`config.mk`:
```
export PLATFORM = sky130hd
export DESIGN_NAME = iddmm_seq_ctrl
export DESIGN_NICKNAME = d
export VERILOG_FILES = /design/src/rtl/iddmm_seq_ctrl.sv
export SDC_FILE = /design/constraint.sdc
export NUM_CORES = 1
export LEC_CHECK = 0
export CAP_MARGIN = 30
export CORE_UTILIZATION = 30
export CTS_CLUSTER_SIZE = 20
export DETAILED_ROUTE_END_ITERATION = 6
export HOLD_SLACK_MARGIN = 0.08
export PLACE_DENSITY = 0.55
export SLEW_MARGIN = 25
export SYNTH_ARGS = -nofsm -noshare
export SYNTH_HDL_FRONTEND = slang
export SYNTH_SLANG_ARGS = --single-unit
```
`constraint.sdc`:
```
create_clock -name clk -period 3.5 [get_ports clk]
set_input_delay 0.7 -clock clk [delete_from_list [all_inputs] [get_ports clk]]
set_output_delay 0.7 -clock clk [all_outputs]
set_load 0.05 [all_outputs]
```
`src/rtl/iddmm_seq_ctrl.sv`:
```
// IDDMM sequencer: task accept, MAC issue loops, pipeline drain,
// result readout and accumulator clear for one Montgomery task.
module iddmm_seq_ctrl #(
  parameter int K      = 128,
  parameter int N      = 32,
  parameter int ADDR_W = $clog2(N),
  parameter int LAT    = 4
) (
  input  logic              clk,
  input  logic              rst_n,
  input  logic              task_req,
  input  logic [ADDR_W:0]   n_words,
  input  logic              ld_done,
  input  logic              abort,
  input  logic              res_ready,
  output logic              task_grant,
  output logic              busy,
  output logic [ADDR_W-1:0] rd_addr_i,
  output logic [ADDR_W:0]   rd_addr_j,
  output logic              mac_en,
  output logic              mac_last_j,
  output logic              res_valid,
  output logic [ADDR_W-1:0] res_addr,
  output logic              res_last,
  output logic              clr_en,
  output logic [ADDR_W:0]   clr_addr,
  output logic              task_end
);

  localparam int AW1 = ADDR_W + 1;

  if (K < 1 || LAT < 1 || LAT > 15) begin : g_bad_param
    $error("iddmm_seq_ctrl: K must be >0 and LAT in 1..15");
  end

  typedef enum logic [2:0] {
    IDLE, WAIT_LD, MAC, DRAIN, OUTPUT, CLEAR
  } state_t;

  state_t            state, s_n;
  logic [ADDR_W:0]   nw, nw_n;
  logic [ADDR_W-1:0] i_n, ra_n;
  logic [ADDR_W:0]   j_n, ca_n;
  logic [3:0]        dcnt, d_n;
  logic              grant_n, end_n;
  logic              mac_n, mlj_n, rv_n, last_n;
  logic              clr_n, busy_n;
  logic              j_wrap, i_last, r_last;

  assign j_wrap = (rd_addr_j == nw);
  assign i_last = ({1'b0, rd_addr_i} == nw - 1'b1);
  assign r_last = ({1'b0, res_addr} == nw - 1'b1);

  // Next state, loop counters and next output values.
  always_comb begin
    s_n     = state;
    nw_n    = nw;
    i_n     = '0;
    j_n     = '0;
    ra_n    = '0;
    ca_n    = '0;
    d_n     = '0;
    grant_n = 1'b0;
    end_n   = 1'b0;
    unique case (state)
      IDLE: begin
        if (task_req) begin
          s_n     = WAIT_LD;
          grant_n = 1'b1;
          if (n_words == '0 || n_words > AW1'(N))
            nw_n = AW1'(N);
          else
            nw_n = n_words;
        end
      end
      WAIT_LD: begin
        if (abort)        s_n = CLEAR;
        else if (ld_done) s_n = MAC;
      end
      MAC: begin
        if (abort) begin
          s_n = CLEAR;
        end else if (j_wrap && i_last) begin
          s_n = DRAIN;
          d_n = 4'(LAT - 1);
        end else if (j_wrap) begin
          i_n = rd_addr_i + 1'b1;
        end else begin
          i_n = rd_addr_i;
          j_n = rd_addr_j + 1'b1;
        end
      end
      DRAIN: begin
        if (abort)             s_n = CLEAR;
        else if (dcnt == 4'd0) s_n = OUTPUT;
        else                   d_n = dcnt - 1'b1;
      end
      OUTPUT: begin
        if (abort)               s_n  = CLEAR;
        else if (!res_ready)     ra_n = res_addr;
        else if (r_last)         s_n  = CLEAR;
        else                     ra_n = res_addr + 1'b1;
      end
      CLEAR: begin
        if (clr_addr == nw) begin
          s_n   = IDLE;
          end_n = 1'b1;
        end else begin
          ca_n = clr_addr + 1'b1;
        end
      end
      default: s_n = IDLE;
    endcase
    mac_n  = (s_n == MAC);
    rv_n   = (s_n == OUTPUT);
    clr_n  = (s_n == CLEAR);
    busy_n = (s_n != IDLE);
    mlj_n  = mac_n && (j_n == nw_n);
    last_n = rv_n && ({1'b0, ra_n} == nw_n - 1'b1);
  end

  // State, counters and every output are flops.
  always_ff @(posedge clk or negedge rst_n) begin
    if (!rst_n) begin
      state      <= IDLE;
      nw         <= '0;
      dcnt       <= '0;
      rd_addr_i  <= '0;
      rd_addr_j  <= '0;
      res_addr   <= '0;
      clr_addr   <= '0;
      task_grant <= 1'b0;
      task_end   <= 1'b0;
      busy       <= 1'b0;
      mac_en     <= 1'b0;
      mac_last_j <= 1'b0;
      res_valid  <= 1'b0;
      res_last   <= 1'b0;
      clr_en     <= 1'b0;
    end else begin
      state      <= s_n;
      nw         <= nw_n;
      dcnt       <= d_n;
      rd_addr_i  <= i_n;
      rd_addr_j  <= j_n;
      res_addr   <= ra_n;
      clr_addr   <= ca_n;
      task_grant <= grant_n;
      task_end   <= end_n;
      busy       <= busy_n;
      mac_en     <= mac_n;
      mac_last_j <= mlj_n;
      res_valid  <= rv_n;
      res_last   <= last_n;
      clr_en     <= clr_n;
    end
  end

endmodule

```
-- Word level (Yosys, flattened, before mapping)
Index checks and enable logic that the tools add are counted.
- flip-flop bits (word level): 43
- output and inout bits: 30
- word-level logic and storage cells: 84
- $add $sub $neg: 7
- order comparisons: 1
- equal/unequal tests: 15
- mux-type cells: 38
- reductions and logical operators: 8
- operators by type and width (cell ; count):
    $mux W6 ; 9
    $mux W5 ; 8
    $mux W3 ; 11
    $eq A5 B6 Y1 ; 3
    $eq A6 B6 Y1 ; 3
    $pmux W3 S6 ; 1
    $add A6 B1 Y6 const B ; 2
    $eq A3 B3 Y1 const B ; 4
    $sub A6 B1 Y6 const B ; 2
    $add A5 B1 Y5 const B ; 2
    $eq A3 B2 Y1 const B ; 3
    $mux W4 ; 2
    $pmux W4 S2 ; 1
    $gt A6 B6 Y1 const B ; 1
    $logic_not A6 Y1 ; 1
    $logic_not A4 Y1 ; 1
    $mux W1 ; 4
    $mux W2 ; 2
    $ne A4 B4 Y1 const B ; 1
    $sub A4 B1 Y4 const B ; 1
    $eq A3 B1 Y1 const B ; 1
    $logic_and A1 B1 Y1 ; 3
    $logic_not A3 Y1 ; 1
    $reduce_bool A3 Y1 ; 1
    $logic_or A1 B1 Y1 ; 1

-- Longest topological paths before layout
Gate-level depths: netlist of run 1.
- word-level depth: 8
- depth in mapped cells: 10
- mapped depth without buffers: 9

-- Worst setup path before layout of run 1
Ideal clock, no wire load.
- kind: input to register
- start point: input task_req
- end point: register res_last
- setup time: 0.087 ns
- arrival time: 2.439 ns
- required time: 3.413 ns
- slack: 0.974 ns
- cell stages on the path: 7
- path through: nor4b_1 buf_2 mux2i_1 ha_1 nand3_1 or4_1 a211oi_2
- cells in the longest elaborated chain, start to end: 5
- ends and longest elaborated chain (item ; line ; RTL):
    from (decl) ; 11 ; input logic task_req,
    $mux W6 ; 67 ; if (task_req) begin
    $mux W6 ; 65 ; unique case (state)
    $sub A6 B1 Y6 ; 119 ; last_n = rv_n && ({1'b0, ra_n} == nw_n - 1'b1);
    $eq A5 B6 Y1 ; 119 ;
    $logic_and A1 B1 Y1 * ; 119 ;
    net last_n ; 46 ; logic mac_n, mlj_n, rv_n, last_n;
    to (signal assigned) ; 154 ; res_last <= last_n;
    to (decl) ; 24 ; output logic res_last,
Mark *: on every way through the listed nets, which the timed path passes. The rest lies on a longest branch.
A chain may end at the register's enable or synchronous reset.

-- Worst setup path after layout of run 1
- start point: input task_req
- end point: register res_last
- cells in the longest elaborated chain, start to end: 5
- ends and longest elaborated chain (item ; line ; RTL):
    $mux W6 ; 67 ;
    $mux W6 ; 65 ;
    net nw_n[2] ; 41 ; logic [ADDR_W:0] nw, nw_n;
    $sub A6 B1 Y6 ; 119 ;
    $eq A5 B6 Y1 ; 119 ;
    $logic_and A1 B1 Y1 ; 119 ;
    net last_n ; 46 ;
The timed path passes the listed nets, and every way through them passes these cells.

==> reports/metrics.cfg, run 1 <==
[floorplan]
die-area_mm2 = 0.00962
pin_count = 42
start_util_pct = 31.3
num_rows = 34
die_y_um = 98.1
die_w_um = 98.1
coreArea_mm2 = 0.00885

[logic_synthesis]
syn-num-nets = 305
ys_types = 59
synthCells = 285
synthTopCellsByCount = 43 x dfrtp_1, 28 x nor2_1, 23 x xor2_1
synthArstFlopShare_pct = 100
synth_top_area_share_pct = 38.8
synth-seq-area-share_pct = 38.8
synth_edf_count = 0
ys.warnings.count = 0
ys_ff_latch = 43
synth_area_leaders = dfrtp_1 39%, xor2_1 7.3%, xnor2_1 6.6%, nor2_1 3.8%, ha_1 3.6%
syn_avg_cell_area_um2 = 9.72
yosysTopAreaCell = dfrtp_1
synth_flop_cell = dfrtp_1
synth_area_mm2 = 0.00277
synth_most_common_cell = dfrtp_1

[sta]
period_share_pct = 81.1
min_period_ps = 2840
slew_headroom_pct = 63.9
finClkSkew_ps = 5.16
rsz0062_at_grt = no
finalSetupViolations = 0
slew_viol_final = 0
hold_violations = 0
worst_pin_slew_ps = 527
timing.setup.tns_ps = 0
fmax_mhz = 352

[route]
drt-met1-wl_um = 3200
drc = 4
met2_length_um = 3220
dr.pass1.iters = 6
vias_per_cell = 4.98
initialDrtViolationCount = 90
routed.top_layer = met4
wl_met3_um = 193
wire_per_inst_um = 15.3
wl_um = 6690
drtAntennaViolNets = 0
route.vias.total = 2170

[clock_tree]
cts.hold.buffers_added = 0
ctsHtreeMaxLevel = 2
cts_resized = 0
cts.sinks = 43
cts_setup_buffers = 0
cts_buffers = 5
clk_pin_slew_worst_paths_ps = 90
clock_latency_ps = 310
cts_tree = yes
clockRootBuffer = clkbuf_8
cts_buffer_depth = 2

[placement]
portBuffers = 41
place_hpwl_um = 5120
gp_congestion = 0.788
post-place-cells = 428

[power]
peakVddDrop_uv = 208
p_int_uw = 1320
power.share.clock_pct = 20.6
swShare_pct = 41.9
p_leak_uw = 0.00145
finalPower_uw = 2280
sequentialPowerShare_pct = 31.3
switching_power_uw = 954
combPwrFrac_pct = 48.1
pwr_density_cell_mw_per_mm2 = 661

[cells_and_area]
final_cells = 436
nNetsFinal = 347
fillCellCount = 910
drive_above_1_share_pct = 8.54
num_antenna_cells = 0
syn_to_final_growth_pct = 24.3

[worst_setup_path]
cp_slowest_cell = mux2i_1
crit_type = in2reg
cp_cell_sequence = clkdlybuf4s50_1, nor4b_2, buf_4, mux2i_1, inv_1, o41ai_1, o221ai_1, a211oi_2
crit_family = buffers and inverters
crit_buf_inv = 3
crit_path_start_kind = input port
cp.arrival_ps = 3070
worst_path_largest_cell_delay_ps = 500
crit_fanout = 8
cp_data_required_time_ps = 3730
end_kind = register

[worst_hold_path]
hold_class = in2async

[global_routing]
grt.overflow.total = 0
grt_max_degree = 26
antenna_found_initial = 0
grtUsageTotal_pct = 15.3
grt_pass1_wl_um = 11400
grt_pass1_vias = 2217

[run_status]
status = finished, violations left
violations = design-rule violations

[flow_run]
maxCapViolations = 0

-- layout by cell type, fill, tap and decap left out, types with 3 or more instances in the layout --
| master | instances |
|---|---|
| nor2b_1 | 7 |
| nand2_1 | 13 |
| nand2b_1 | 3 |
| clkdlybuf4s50_1 | 40 |
| dfrtp_1 | 43 |
| nand4_1 | 5 |
| nor4_1 | 4 |
| xor2_1 | 23 |
| buf_4 | 4 |
| o21ai_0 | 7 |
| ha_1 | 8 |
| nor2_1 | 28 |
| xnor3_1 | 3 |
| nor4b_1 | 4 |
| and2_1 | 3 |
| mux2i_1 | 9 |
| a21oi_1 | 8 |
| nand3_1 | 10 |
| xnor2_1 | 21 |
| nor3_1 | 6 |
| clkbuf_8 | 5 |
| inv_1 | 21 |
-- final cells by class --
| class | instances | area, um^2 | area share, % |
|---|---|---|---|
| tap | 108 | 135 | 3.92 |
| inverter | 21 | 78.8 | 2.29 |
| sequential | 43 | 1080 | 31.2 |
| clock inverter | 2 | 60.1 | 1.74 |
| multi-input combinational | 210 | 1570 | 45.5 |
| clock buffer | 6 | 72.6 | 2.11 |
| timing repair buffer | 46 | 455 | 13.2 |
-- metal layers --
metal,global-route usage [%],vias to the layer above
met5,0,-
met4,3.85,0
met3,3.15,8
met2,25.1,43
met1,20.5,1043
li1,-,1076
-- worst reg2reg max path, delay by kind of cell (launching register included) --
kind	cells	cell delay, ps
simple gates	3	930
flops	1	510
xor+xnor	2	510
compound gates	2	430
fa+ha+maj	1	250
buf+inv	1	80
-- power by group through the flow --
stage | registers [uW] | clock network, uW | logic (uW)
2_1_floorplan | 740 | 0 | 804
3_3_place_gp | 723 | 0 | 1070
3_5_place_dp | 725 | 0 | 1090
4_1_cts | 715 | 476 | 1100
5_1_grt | 732 | 500 | 1200
6_report | 713 | 470 | 1100
-- worst paths after layout --
path	startpoint	to	slack, ps	depth (start not counted)
max in group asynchronous	rst_n	state[1]	2660	2
worst max register to register	nw[1]	res_last	720	9
worst min register to register	rd_addr_i[4]	rd_addr_i[4]	550	1
min in group clk	rd_addr_i[4]	rd_addr_i[4]	550	1
worst max-delay path	task_req	res_last	660	8
worst min-delay path	rst_n	rd_addr_i[2]	340	1
-- state kept, by name, summed over array words and instances, names as in the netlist, 3 cells and up --
name	flops
nw	6
rd_addr_j	6
state	3
rd_addr_i	5
clr_addr	6
dcnt	4
res_addr	5
-- stage by stage --
| stage | hold WS [ps] | utilization, % | setup slack (ps) | cell area, um^2 |
|---|---|---|---|---|
| after floorplan | 404 | - | 974 | 2770 |
| after global placement | 534 | 37.2 | 442 | 3290 |
| after detailed placement | 535 | 37.4 | 406 | 3310 |
| after CTS | 359 | 38.9 | 700 | 3440 |
| after global routing | 368 | 38.9 | 493 | 3440 |
| final | 341 | 38.9 | 663 | 3440 |
-- kinds of logic (layout without fill, tap and decap cells) --
group / Yosys count / count (layout) / synth area share (%)
compound gates: 42 / 42 / 12.1
xor+xnor: 47 / 47 / 16.4
fa+ha+maj: 8 / 8 / 3.61
buf+inv: 32 / 75 / 4.88
flops: 43 / 43 / 38.8
mux: 9 / 9 / 3.25
simple gates: 104 / 104 / 21.0
(Power assumes the default switching activity.)
==> run 2, diff against run 1 <==
==> constraint.sdc (replaced) <==
create_clock -name clk -period 2.76 [get_ports clk]
set_input_delay 0.552 -clock clk [delete_from_list [all_inputs] [get_ports clk]]
set_output_delay 0.552 -clock clk [all_outputs]
set_load 0.05 [all_outputs]
==> run 2 against run 1 <==
Against the previous run: the run still ends with design-rule violations left; sequential cell count did not move; sequential power is 24% higher; via count is 2.3% higher; clock power is 9.4% higher; final cell count up 4.8%; design area increased by 4.2%.
==> reports/metrics.cfg, run 2 (same netlist as run 1, synthesis figures left out) <==
[worst_setup_path]
cp.arrival_ps = 2810
crit_type = reg2reg
end_kind = register
cp_data_required_time_ps = 2980
worst_path_largest_cell_delay_ps = 500
crit_path_start_kind = register
reg2reg_slack_ps = 170
cp_slowest_cell = or4_1
cp_cell_sequence = inv_1, ha_1, xnor3_1, nand4_1, or2_1, o21ai_2, xnor2_1, or4_1, a211oi_2
crit_fanout = 5

[clock_tree]
clock_latency_ps = 300
clockRootBuffer = clkbuf_8
cts.sinks = 43
cts_buffers = 5
clk_pin_slew_worst_paths_ps = 80
cts_buffer_depth = 2
cts_tree = yes
ctsHtreeMaxLevel = 2
cts.hold.buffers_added = 0

[sta]
finClkSkew_ps = 2.48
hold_violations = 0
fmax_mhz = 386
min_period_ps = 2590
worst_pin_slew_ps = 837
finalSetupViolations = 0
period_share_pct = 93.9
slew_viol_final = 0
rsz0062_at_grt = no
setup_ws_ps = 169
slew_headroom_pct = 43.3

[placement]
gp_congestion = 0.796
portBuffers = 41
post_dp_cell_area_mm2 = 0.00347
place_hpwl_um = 5210
pre_cts_ws_ps = -87.8

[route]
route.vias.total = 2219
wire_per_inst_um = 14.4
wl_um = 6590
drc = 4
dr.pass1.iters = 6
initialDrtViolationCount = 69
vias_per_cell = 4.86
drtAntennaViolNets = 0

[cells_and_area]
num_antenna_cells = 0
layout_commonest_cell = dfrtp_1
drive_above_1_share_pct = 14.9
nNetsFinal = 368
final_cell_mix = 41 x dfrtp_1, 40 x clkdlybuf4s50_1, 28 x nor2_1, 25 x buf_4, 23 x xor2_1
top_regs = clr_addr (6), nw (6), rd_addr_j (6)
syn_to_final_growth_pct = 29.5
stdcell_area_mm2 = 0.00359

[power]
p_leak_uw = 0.00155
finalPower_uw = 2960
peakVddDrop_uv = 284
pwr_density_cell_mw_per_mm2 = 824

[floorplan]
die_y_um = 98.1
start_util_pct = 31.3
coreArea_mm2 = 0.00885
die-area_mm2 = 0.00962
num_rows = 34
pin_count = 42
die_w_um = 98.1

[global_routing]
grt_max_degree = 30
grtUsageTotal_pct = 14.6
antenna_found_initial = 0
grt.overflow.total = 0
grt_pass1_vias = 2181
grt_pass1_wl_um = 11100

[run_status]
status = finished, violations left
violations = design-rule violations

[worst_hold_path]
hold_class = in2async

[flow_run]
maxCapViolations = 0

-- run 2: cell types whose count changed in the layout (fill, tap and decap cells not counted), sizes merged --
cell and delta:
bufinv -1, buf +21, clkinv +1
-- run 2: timing repair --
item                       CTS  global route
setup endpoints to repair    0             3
setup buffers                0             0
resized for setup            0             2
-- run 2: report_power, final --
part	internal, uW	switching [uW]
Sequential	726	160
Clock	293	221
Combinational	723	833
Total	1740	1220
-- run 2: routing by layer --
metal	global-route usage, %	up-vias	part of all wire [%]
met5	0	-	0
met4	3.96	0	1.3
met3	2.79	7	3.3
met2	24.0	45	48
met1	19.5	1052	48
li1	-	1115	-
-- run 2: final cells by class --
class | count | area [um^2]
Clock buffer | 6 | 82.6
Clock inverter | 2 | 35.0
Fill cell | 873 | 5260
Inverter | 21 | 78.8
Multi-Input combinational cell | 210 | 1570
Sequential cell | 43 | 1080
Tap cell | 108 | 135
Timing Repair Buffer | 67 | 613
-- run 2: worst paths after layout --
kind	from	endpoint	cells past startpoint
min	rst_n	rd_addr_i[4]	1
min reg2reg	clr_addr[0]	clr_addr[0]	1
max	nw[0]	res_last	9
max reg2reg	nw[0]	res_last	9
max in group asynchronous	rst_n	nw[1]	2
min in group clk	clr_addr[0]	clr_addr[0]	1
-- run 2: worst max-delay path: cells and delay by family (launching register included) --
family	cells	cell delay, ps
XOR/XNOR	2	480
AO/OA/AOI/OAI	2	410
adder cells (fa/ha/maj)	1	250
buffers and inverters	1	60
AND/OR/NAND/NOR	3	870
flip-flops	1	440
-- run 2: metrics by stage --
step	hold WS [ps]	util, %	std cells	TNS [ps]
2_1_floorplan	256	-	285	0
3_3_place_gp	532	39.0	448	-35.0
3_5_place_dp	481	39.2	449	-87.8
4_1_cts	154	40.5	457	0
5_1_grt	167	40.6	457	0
6_report	151	40.6	457	0
==> run 3, diff against run 2 <==
--- a/config.mk
+++ b/config.mk
@@ -6,6 +6,7 @@
 export NUM_CORES = 1
 export LEC_CHECK = 0
 export CAP_MARGIN = 30
+export CORE_ASPECT_RATIO = 1.5
 export CORE_UTILIZATION = 30
 export CTS_CLUSTER_SIZE = 20
 export DETAILED_ROUTE_END_ITERATION = 6
==> run 3 against run 2 <==
Against the previous run: the run now ends clean; sequential share of layout area is 0.14 points lower; final cell count is 0.22% lower; critical path type unchanged; clock skew rose by 1.3 ps; routed wire length up 2.2%; largest cell class unchanged; combinational power about the same; setup slack improved by 14 ps; fmax up 0.55%.
==> reports/metrics.cfg, run 3 (same netlist as run 1, synthesis figures left out) <==
[global_routing]
grt.overflow.total = 0
grt_pass1_wl_um = 11400
grtUsageTotal_pct = 15.6
grt_max_degree = 44
grt_pass1_vias = 2270
antenna_found_initial = 0

[worst_setup_path]
crit_path_start_kind = register
reg2reg_depth = 8
end_kind = register
cp_data_required_time_ps = 2960
crit_fanout = 7
cp.arrival_ps = 2780
crit_type = reg2reg

[sta]
hold_slack_ps = 337
slew_headroom_pct = 55.7
slew_viol_final = 0
rsz0062_at_grt = no
period_share_pct = 93.4
min_period_ps = 2580
fmax_mhz = 388
finalSetupViolations = 0
hold_violations = 0
finClkSkew_ps = 3.78
worst_pin_slew_ps = 658

[cells_and_area]
nNetsFinal = 366
final_cells = 456
final_cell_mix = 42 x dfrtp_1, 40 x clkdlybuf4s50_1, 28 x nor2_1, 24 x buf_4, 23 x xor2_1
top_regs = clr_addr (6), nw (6), rd_addr_j (6)
drive_above_1_share_pct = 14.7
syn_to_final_growth_pct = 30.0
layout_commonest_cell = dfrtp_1
fillCellCount = 885
stdcell_area_mm2 = 0.00360
num_antenna_cells = 0
final_core_util_pct = 40.5

[placement]
place_hpwl_um = 5180
gp_congestion = 0.817
post-place-cells = 449
post_dp_cell_area_mm2 = 0.00344
portBuffers = 41

[clock_tree]
cts_tree = yes
ctsHtreeMaxLevel = 2
cts_buffers = 5
clk_pin_slew_worst_paths_ps = 60
clockRootBuffer = clkbuf_16
cts.sinks = 43
cts_buffer_depth = 2
clock_latency_ps = 290

[power]
pwr_density_cell_mw_per_mm2 = 845
peakVddDrop_uv = 310
p_leak_uw = 0.00155

[route]
vias_per_cell = 4.94
wire_per_inst_um = 14.8
route.vias.total = 2253
drtAntennaViolNets = 0
drc = 0
dr.pass1.iters = 4
wl_um = 6740
initialDrtViolationCount = 142

[floorplan]
die_y_um = 120
die_w_um = 80.5
start_util_pct = 31.2
die-area_mm2 = 0.00963
pin_count = 42
coreArea_mm2 = 0.00888
num_rows = 42

[worst_hold_path]
hold_class = in2async

[flow_run]
maxCapViolations = 0

[run_status]
status = finished, final reports clean

run 3: power breakdown:
part / internal (uW) / switching (uW)
logic: 715 / 873
registers: 726 / 141
clock network: 353 / 235
run 3: worst max-delay path: stages (launching register included):
cell and delay [ps]:
dfrtp_1 370, buf_4 170, or3_4 380, or4_4 460, nand3_2 140, o21ai_2 80, xnor2_1 140, or4_1 500
a211oi_2 230
run 3: per-layer routing:
metal,vias to the layer above,part of all wire [%],GRT usage [%]
met5,-,0,0
li1,1113,-,-
met1,1085,42,18.1
met2,46,54,27.5
met4,0,2.2,6.70
met3,9,2.7,2.59
run 3: final timing paths:
check	startpoint	to	slack, ps
min reg2reg	rd_addr_i[4]	rd_addr_i[4]	550
min in group clk	rd_addr_i[4]	rd_addr_i[4]	550
min	rst_n	clr_addr[1]	340
max reg2reg	nw[0]	res_last	180
max	nw[0]	res_last	180
max in group asynchronous	rst_n	nw[1]	2020
run 3: what timing repair did:
action | in CTS | in global routing
resized for setup | 0 | 4
setup endpoints to repair | 0 | 2
hold buffers | 0 | 0
setup buffers | 0 | 0
run 3: stage by stage:
stage                     TNS (ps)  total power [uW]  worst slack, ps
final                            0              3040              183
after global routing             0              3250             36.9
after CTS                        0              3060              105
after detailed placement     -58.3              2450            -54.5
after global placement           0              2450             4.25
after floorplan                  0              1960              297
run 3: final cells by class:
cell class / instances / area [um^2] / share of cell area, %
clock buffer: 6 / 139 / 3.86
clock inverter: 1 / 5.00 / 0.139
inverter: 21 / 78.8 / 2.19
multi-input combinational: 210 / 1580 / 43.8
sequential: 43 / 1080 / 29.9
tap: 110 / 138 / 3.82
timing repair buffer: 65 / 586 / 16.3
